File: config.mk
export PLATFORM = sky130hd
export DESIGN_NAME = sram_arbiter
export DESIGN_NICKNAME = d
export VERILOG_FILES = /design/src/rtl/sram_arb_pkg.sv /design/src/rtl/rr_arb2.sv /design/src/rtl/sram_arbiter.sv
export SDC_FILE = /design/constraint.sdc
export NUM_CORES = 1
export LEC_CHECK = 0
export ABC_AREA = 0
export CAP_MARGIN = 0
export CORE_ASPECT_RATIO = 1.25
export CORE_MARGIN = 2
export CORE_UTILIZATION = 33
export CTS_CLUSTER_DIAMETER = 60
export DETAILED_ROUTE_END_ITERATION = 10
export HOLD_SLACK_MARGIN = 0.06
export PLACE_DENSITY = 0.73
export REMOVE_ABC_BUFFERS = 1
export SLEW_MARGIN = 20
export SYNTH_ARGS = -nofsm -noshare
export SYNTH_HDL_FRONTEND = slang
export SYNTH_HIERARCHICAL = 1
export SYNTH_SLANG_ARGS = --single-unit
File: constraint.sdc
create_clock -name Clk -period 4.35 [get_ports Clk]
set_clock_uncertainty 0.05 [all_clocks]
set_input_delay 0.87 -clock Clk [delete_from_list [all_inputs] [get_ports Clk]]
set_output_delay 0.87 -clock Clk [all_outputs]
set_load 0.005 [all_outputs]
File: src/rtl/sram_arb_pkg.sv
// Shared types and constants for the SRAM arbiter: FSM states, SRAM geometry
// and the latched request bundle.
package sram_arb_pkg;

    localparam int SRAM_ADDR_W = 20;
    localparam int SRAM_DATA_W = 16;

    typedef enum logic [1:0] {
        IDLE,
        ACCESS,
        DONE
    } arb_state_t;

    typedef struct packed {
        logic                   we;
        logic [SRAM_ADDR_W-1:0] addr;
        logic [SRAM_DATA_W-1:0] wdata;
    } sram_req_t;

endpackage

File: src/rtl/rr_arb2.sv
// Two-requester round-robin grant: a lone requester wins, a tie goes to the
// port that did not win last time.
module rr_arb2 (
    input  logic [1:0] req,
    input  logic       last_grant,
    output logic       gnt_valid,
    output logic       gnt_id
);

    always_comb begin
        gnt_valid = |req;
        gnt_id    = req[1];
        if (req == 2'b11) begin
            gnt_id = ~last_grant;
        end
    end

endmodule

File: src/rtl/sram_arbiter.sv
// Two-port round-robin arbiter and access sequencer for the shared 1Mx16
// asynchronous SRAM: latches one request, strobes for WAIT_CYCLES, then acks.
module sram_arbiter
    import sram_arb_pkg::*;
#(
    parameter int ADDR_W      = SRAM_ADDR_W,
    parameter int DATA_W      = SRAM_DATA_W,
    parameter int WAIT_CYCLES = 2
) (
    input  logic              Clk,
    input  logic              Reset,
    input  logic              req0,
    input  logic              req1,
    input  logic              we0,
    input  logic              we1,
    input  logic [ADDR_W-1:0] addr0,
    input  logic [ADDR_W-1:0] addr1,
    input  logic [DATA_W-1:0] wdata0,
    input  logic [DATA_W-1:0] wdata1,
    output logic              ack0,
    output logic              ack1,
    output logic [DATA_W-1:0] rdata,
    output logic              grant,
    output logic              busy,
    output logic              Mem_CE,
    output logic              Mem_UB,
    output logic              Mem_LB,
    output logic              Mem_OE,
    output logic              Mem_WE,
    output logic [ADDR_W-1:0] Mem_ADDR,
    output logic [DATA_W-1:0] Mem_Dout,
    output logic              Mem_Dout_en,
    input  logic [DATA_W-1:0] Mem_Din
);

    localparam logic [3:0] WAIT_LOAD = 4'(WAIT_CYCLES - 1);

    arb_state_t state, next_state;
    sram_req_t  cur_req, sel_req;
    logic [3:0] wait_cnt;
    logic       last_grant, gnt_valid, gnt_id;
    logic       load, next_we, next_access;

    rr_arb2 u_rr_arb2 (
        .req        ({req1, req0}),
        .last_grant (last_grant),
        .gnt_valid  (gnt_valid),
        .gnt_id     (gnt_id)
    );

    // NOTE: every output of this block gets a default first, so no path can infer a latch.
    always_comb begin
        sel_req.we    = gnt_id ? we1 : we0;
        sel_req.addr  = gnt_id ? SRAM_ADDR_W'(addr1) : SRAM_ADDR_W'(addr0);
        sel_req.wdata = gnt_id ? SRAM_DATA_W'(wdata1) : SRAM_DATA_W'(wdata0);
        next_state    = state;
        load          = 1'b0;
        unique case (state)
            IDLE: begin
                if (gnt_valid) begin
                    next_state = ACCESS;
                    load       = 1'b1;
                end
            end
            ACCESS:  if (wait_cnt == '0) next_state = DONE;
            DONE:    next_state = IDLE;
            default: next_state = IDLE;
        endcase
        next_we     = load ? sel_req.we : cur_req.we;
        next_access = (next_state == ACCESS);
    end

    // NOTE: strobes and ack are registered from the next state, so the pads only ever see flop outputs.
    always_ff @(posedge Clk or posedge Reset) begin
        if (Reset) begin
            state       <= IDLE;
            cur_req     <= '0;
            wait_cnt    <= '0;
            last_grant  <= 1'b1;
            grant       <= 1'b0;
            rdata       <= '0;
            ack0        <= 1'b0;
            ack1        <= 1'b0;
            Mem_CE      <= 1'b1;
            Mem_UB      <= 1'b1;
            Mem_LB      <= 1'b1;
            Mem_OE      <= 1'b1;
            Mem_WE      <= 1'b1;
            Mem_Dout_en <= 1'b0;
        end else begin
            state <= next_state;
            if (load) begin
                cur_req    <= sel_req;
                wait_cnt   <= WAIT_LOAD;
                last_grant <= gnt_id;
                grant      <= gnt_id;
            end else if (state == ACCESS && wait_cnt != '0) begin
                wait_cnt <= wait_cnt - 4'd1;
            end
            // The last strobe cycle is the only one where read data is guaranteed settled.
            if (state == ACCESS && wait_cnt == '0 && !cur_req.we) begin
                rdata <= Mem_Din;
            end
            ack0        <= (next_state == DONE) && !grant;
            ack1        <= (next_state == DONE) && grant;
            Mem_CE      <= !next_access;
            Mem_UB      <= !next_access;
            Mem_LB      <= !next_access;
            Mem_OE      <= !(next_access && !next_we);
            Mem_WE      <= !(next_access && next_we);
            Mem_Dout_en <= next_access && next_we;
        end
    end

    assign busy     = (state != IDLE);
    assign Mem_ADDR = ADDR_W'(cur_req.addr);
    assign Mem_Dout = DATA_W'(cur_req.wdata);

endmodule

==> results_dict.tcl, run 1 <==
set metrics [dict create \
    crit_buf_inv 1 \
    root_buffer "clkbuf_16" \
    path_max_fanout 75 \
    fin_area_um2 4960 \
    finalHoldViolCount 0 \
    layout_commonest_cell "clkdlybuf4s50_1" \
    seq_area_frac_synth_pct 50.7 \
    grtUsageTotal_pct 13.7 \
    fill_cells 893 \
    p_per_area_nw_per_um2 661 \
    slew_viol_final 0 \
    grt_pass1_vias 2552 \
    synth_edf_count 0 \
    post_cts_resized 0 \
    drt_first_pass_iters 4 \
    hp-class "flop to flop" \
    synth_area_leaders "dfrtp_1 48%, mux2i_1 11%, buf_4 8.6%, mux2_2 5.8%, nand2_1 4.8%" \
    antenna_left 0 \
    gp_congestion 0.735 \
    core-area_um2 9710 \
    clk_pin_slew_ps 50 \
    dp_slack_ps 1450 \
    dp_hpwl_um 5470 \
    multi_input_area_um2 1210 \
    critPathKind "input pin to flop" \
    drv_cap 0 \
    fp.dieW_um 93.6 \
    dpl-instance-area_um2 4640 \
    maxSlewHeadroom_pct 41.3 \
    vdd.ir_drop.worst_uv 225 \
    cts.sinks 67 \
    period_needed_ps 2510 \
    h-tree-depth 3 \
    die_h_um 116 \
    ctsHoldBuffers 0 \
    critPathTopFamily "simple AND/OR/NAND/NOR gates" \
    drc 0 \
    netlist.area_leader.share_pct 47.6 \
    numCtsBuffers 9 \
    cp_slowest_cell "or3b_4" \
    endpoint_kind "flop" \
    synth_top_flop_cell "dfrtp_1" \
    setup_slack_ps 1840 \
    grt_overflow 0 \
    syn_area_um2 3310 \
    post-place-cells 520 \
    cp_cell_sequence "clkdlybuf4s50_1, or2_1, or3b_4, o21ai_1" \
    ys_async_sr_fraction_pct 100 \
    syn_area_per_cell_um2 11.4 \
    slowest_delay_ps 790 \
    ys_ff_latch 67 \
    grt_start_max_net_pins 76 \
    layout_common_cells "155 x clkdlybuf4s50_1, 63 x dfrtp_1, 42 x nand2_1, 36 x mux2i_1, 24 x o21ai_1" \
    pin_count 156 \
    portBuffers 155 \
    area_delta_synth_final_pct 49.8 \
    synthCells 290 \
    seqCellArea_um2 1680 \
    stdcell_count 536 \
    max-clock-path-buffers 2 \
    antenna_cells 0 \
    yosysTopAreaCell "dfrtp_1" \
    die-area_um2 10900 \
    viasPerCell 4.46 \
    drive_gt1_share_pct 14.6 \
    cts_tree "built" \
    worstMarginPinSlew_ps 880 \
    design_power_total_mw 3.28 \
    clock_latency_ps 320 \
    initial_core_util_pct 34.1 \
    outcome "finished, final reports clean" \
    crit_arrival_ps 2630 \
    grt_first_pass_wirelength_um 11500 \
    routedWlPerCell_um 13.3 \
    nets 501 \
    finalWirelength_um 7130 \
    yosysWarnings 6 \
    cp_data_required_time_ps 4470 \
    p_leak_nw 2.13 \
    post_cts_buffers 0 \
    critPathLaunchType "input pin" \
    yosysUniqueCellTypes 35 \
    rsz0062_at_grt "false" \
    finalSetupTns_ps 0 \
    finalCritPeriodShare_pct 57.7 \
    clock.fmax_ghz 0.398 \
    route.vias.total 2391 \
    rows 40 \
    grt_antenna_before_repair 0 \
    drtIter0Drc 36 \
    setup_viol 0 \
]
-- cell usage after synthesis, drive strengths merged (2+ instances only) --
library cell	instances
nand4b	2
mux2	17
a211oi	3
a21oi	3
buf	51
nor2	6
o21ai	37
and2	2
dfrtp	63
or2	3
mux2i	36
dfstp	4
clkbuf	2
ha	2
or3b	2
inv	4
nor2b	3
nand2	42
-- cell type report --
type / instances / share of cell area, %
Timing Repair Buffer: 157 / 31.6
Clock buffer: 12 / 5.17
Tap cell: 126 / 3.18
Inverter: 4 / 0.302
Sequential cell: 67 / 33.9
Clock inverter: 4 / 1.46
Multi-Input combinational cell: 166 / 24.5
-- logic make-up (layout without fill, tap and decap cells) --
group                      Yosys count  in the layout  share of synthesized area (%)
DFF                                 67             67                           50.7
adders and majority gates            2              2                          0.755
buffers and inverters               57            177                           12.9
muxes                               53             53                           16.6
and+or+nand+nor                     63             63                           9.48
AOI/OAI and AO/OA                   48             48                           9.44
-- sequential cells by signal, indices dropped and copies added, names as in the netlist --
signal / cells
ack0: 1
ack1: 1
wait_cnt: 4
cur_req: 1
Mem_LB: 1
rdata: 16
last_grant: 1
Mem_Dout: 16
Mem_ADDR: 20
Mem_WE: 1
Mem_OE: 1
Mem_Dout_en: 1
grant: 1
state: 2
-- power breakdown --
part | internal (mW) | switching [mW]
clock | 0.532 | 0.250
combinational | 0.840 | 0.542
sequential | 0.940 | 0.179
-- through the flow --
step                      hold WS (ps)  utilization [%]
after floorplan                    389                -
after global placement             406             47.7
after detailed placement           420             47.7
after CTS                          429             51.1
after global routing               460             51.1
final                              426             51.1
-- worst paths after layout --
| path | startpoint | end | slack, ps | depth (start not counted) |
|---|---|---|---|---|
| max | req0 | Mem_Dout[13] | 1840 | 4 |
| min | grant | ack0 | 430 | 1 |
| max reg2reg | wait_cnt[0] | rdata[15] | 2560 | 5 |
| min reg2reg | grant | ack0 | 430 | 1 |
| max in group asynchronous | Reset | rdata[11] | 2400 | 3 |
| min in group asynchronous | Reset | ack1 | 1000 | 2 |
-- worst reg2reg max path: cells and delay by family (launching register included) --
family	cells	cell delay (ps)
buffers and inverters	1	100
adders and majority gates	1	190
and+or+nand+nor	2	560
muxes	1	380
DFF	1	400
-- routing by layer --
| metal | global-route usage [%] | routed length (um) | part of all wire [%] | up-vias |
|---|---|---|---|---|
| li1 | - | - | - | 1182 |
| met1 | 14.6 | 2740 | 38 | 1091 |
| met2 | 23.8 | 3600 | 50 | 106 |
| met3 | 5.46 | 636 | 8.9 | 12 |
| met4 | 6.47 | 158 | 2.2 | 0 |
| met5 | 0 | 0 | 0 | - |
No activity file was read; power rests on OpenSTA's default activity.
==> inputs of run 2 (changes only) <==
==> constraint.sdc (replaced) <==
create_clock -name Clk -period 2.6 [get_ports Clk]
set_clock_uncertainty 0.05 [all_clocks]
set_input_delay 0.52 -clock Clk [delete_from_list [all_inputs] [get_ports Clk]]
set_output_delay 0.52 -clock Clk [all_outputs]
set_load 0.005 [all_outputs]
==> run 2 against run 1 <==
  * Via count increased by 1.8%
  * Routed wire length rose by 2.4%
  * Global-route usage is 0.53 points higher
  * Critical endpoint is now busy
  * Worst setup slack lost 1400 ps
  * Power rose by 67%
  * Non-clock buffer count is 1 higher
  * Final cell count increased by 0.19%
  * Worst hold slack hardly changed
  * Sequential power grew 66%
==> results_dict.tcl, run 2 (synthesis results as in run 1) <==
set metrics [dict create \
    area_delta_synth_final_pct 50.7 \
    root_buffer "clkbuf_16" \
    pwr-share-seq_pct 33.9 \
    grt_pass1_vias 2544 \
    r2r_slack_ps 780 \
    setup_viol 0 \
    ctsHoldBuffers 0 \
    critPathLaunchType "flop" \
    grt_start_max_net_pins 76 \
    cp.depth 2 \
    layout_commonest_cell "clkdlybuf4s50_1" \
    layout_common_cells "155 x clkdlybuf4s50_1, 63 x dfrtp_1, 42 x nand2_1, 36 x mux2i_1, 24 x o21ai_1" \
    fill_cells 860 \
    rsz0062_at_grt "false" \
    grt_antenna_before_repair 0 \
    worstMarginPinSlew_ps 875 \
    r2r_cells 5 \
    combPwrFrac_pct 42.5 \
    worstReg2RegStart "wait_cnt[0]" \
    critPathTopFamily "flip-flops" \
    rows 40 \
    critPathKind "flop to output pin" \
    crit_arrival_ps 1580 \
    finalWirelength_um 7300 \
    cp_slowest_cell "dfrtp_1" \
    nets 502 \
    p_per_area_nw_per_um2 1100 \
    power_switching_mw 1.66 \
    rr_endpoint "rdata[1]" \
    drt_first_pass_iters 4 \
    p_leak_nw 2.14 \
    max-clock-path-buffers 2 \
    dpl-instance-area_um2 4670 \
    cp_cell_sequence "or2_2, clkdlybuf4s50_1" \
    largest_reg_flops 20 \
    cts_tree "built" \
    finalCritPeriodShare_pct 82.8 \
    grt_first_pass_wirelength_um 12000 \
    portBuffers 155 \
    clock.fmax_ghz 0.464 \
    die-area_um2 10900 \
    drv_cap 0 \
    core-area_um2 9710 \
    design_power_total_mw 5.49 \
    drtIter0Drc 52 \
    viasPerCell 4.53 \
    crit_buf_inv 1 \
    pwr-share-clk_pct 23.6 \
    pin_count 156 \
    maxSlewHeadroom_pct 41.7 \
    seqCellArea_um2 1680 \
    route.vias.total 2433 \
    fp.dieW_um 93.6 \
    antenna_left 0 \
    post_cts_buffers 0 \
    hp-class "flop to flop" \
    swShare_pct 30.2 \
    antenna_cells 0 \
    cp-endpoint "busy" \
    critPathLaunch "state[0]" \
    initial_core_util_pct 34.1 \
    slew_viol_final 0 \
    dp_hpwl_um 5600 \
    gp_congestion 0.750 \
    setup_slack_ps 447 \
    grt_overflow 0 \
    vdd.ir_drop.worst_uv 390 \
    numCtsBuffers 9 \
    drc 0 \
    drive_gt1_share_pct 15.1 \
    die_h_um 116 \
    finalSetupTns_ps 0 \
    fin_area_um2 4990 \
    post_cts_resized 0 \
    clock_latency_ps 330 \
    period_needed_ps 2150 \
    h-tree-depth 3 \
    outcome "finished, final reports clean" \
    routedWlPerCell_um 13.6 \
    endpoint_kind "output pin" \
    dp_slack_ps 75.9 \
    path_max_fanout 9 \
    slowest_delay_ps 490 \
    p_int_mw 3.83 \
    clk_pin_slew_ps 60 \
    grtUsageTotal_pct 14.3 \
    multi_input_area_um2 1210 \
    finalHoldViolCount 0 \
    cts.sinks 67 \
    cp_data_required_time_ps 2030 \
]
run 2: worst min path at each step:
stage / startpoint / to / slack [ps] / depth (start not counted)
2_1_floorplan: last_grant / last_grant / 390 / 2
3_3_place_gp: Mem_Dout[11] / Mem_Dout[11] / 410 / 2
3_5_place_dp: Mem_Dout[2] / Mem_Dout[2] / 420 / 2
4_1_cts: Mem_Dout[4] / Mem_Dout[4] / 430 / 2
5_1_grt: Mem_Dout[4] / Mem_Dout[4] / 440 / 2
6_report: Mem_Dout[4] / Mem_Dout[4] / 430 / 2
run 2: power by group through the flow:
stage | combinational, mW | clock (mW) | sequential (mW)
6_report | 2.33 | 1.30 | 1.86
5_1_grt | 2.58 | 1.38 | 1.94
4_1_cts | 2.38 | 1.34 | 1.87
3_5_place_dp | 2.38 | 0 | 1.89
3_3_place_gp | 2.31 | 0 | 1.86
2_1_floorplan | 1.02 | 0 | 1.89
run 2: per-stage QoR:
stage / cells / utilization (%) / hold slack, ps
3_3_place_gp: 521 / 48.1 / 412
4_1_cts: 537 / 51.4 / 434
3_5_place_dp: 521 / 48.1 / 420
5_1_grt: 537 / 51.4 / 439
2_1_floorplan: 237 / - / 389
6_report: 537 / 51.4 / 426
run 2: final cells by class:
cell class,count,area share [%]
clock buffer,9,4.51
inverter,4,0.301
sequential,67,33.7
multi-input combinational,166,24.3
tap,126,3.16
clock inverter,7,2.03
timing repair buffer,158,32.0
run 2: tightest hold or removal path: stages, from the launching register on:
cell and delay [ps]:
dfrtp_1 340, nand2_1 60, o21ai_2 50
run 2: layer usage:
metal | routed length, um | up-vias | track usage, %
li1 | - | 1180 | -
met1 | 2800 | 1128 | 15.3
met2 | 3710 | 112 | 25.2
met3 | 634 | 13 | 5.59
met4 | 155 | 0 | 5.51
met5 | 0 | - | 0
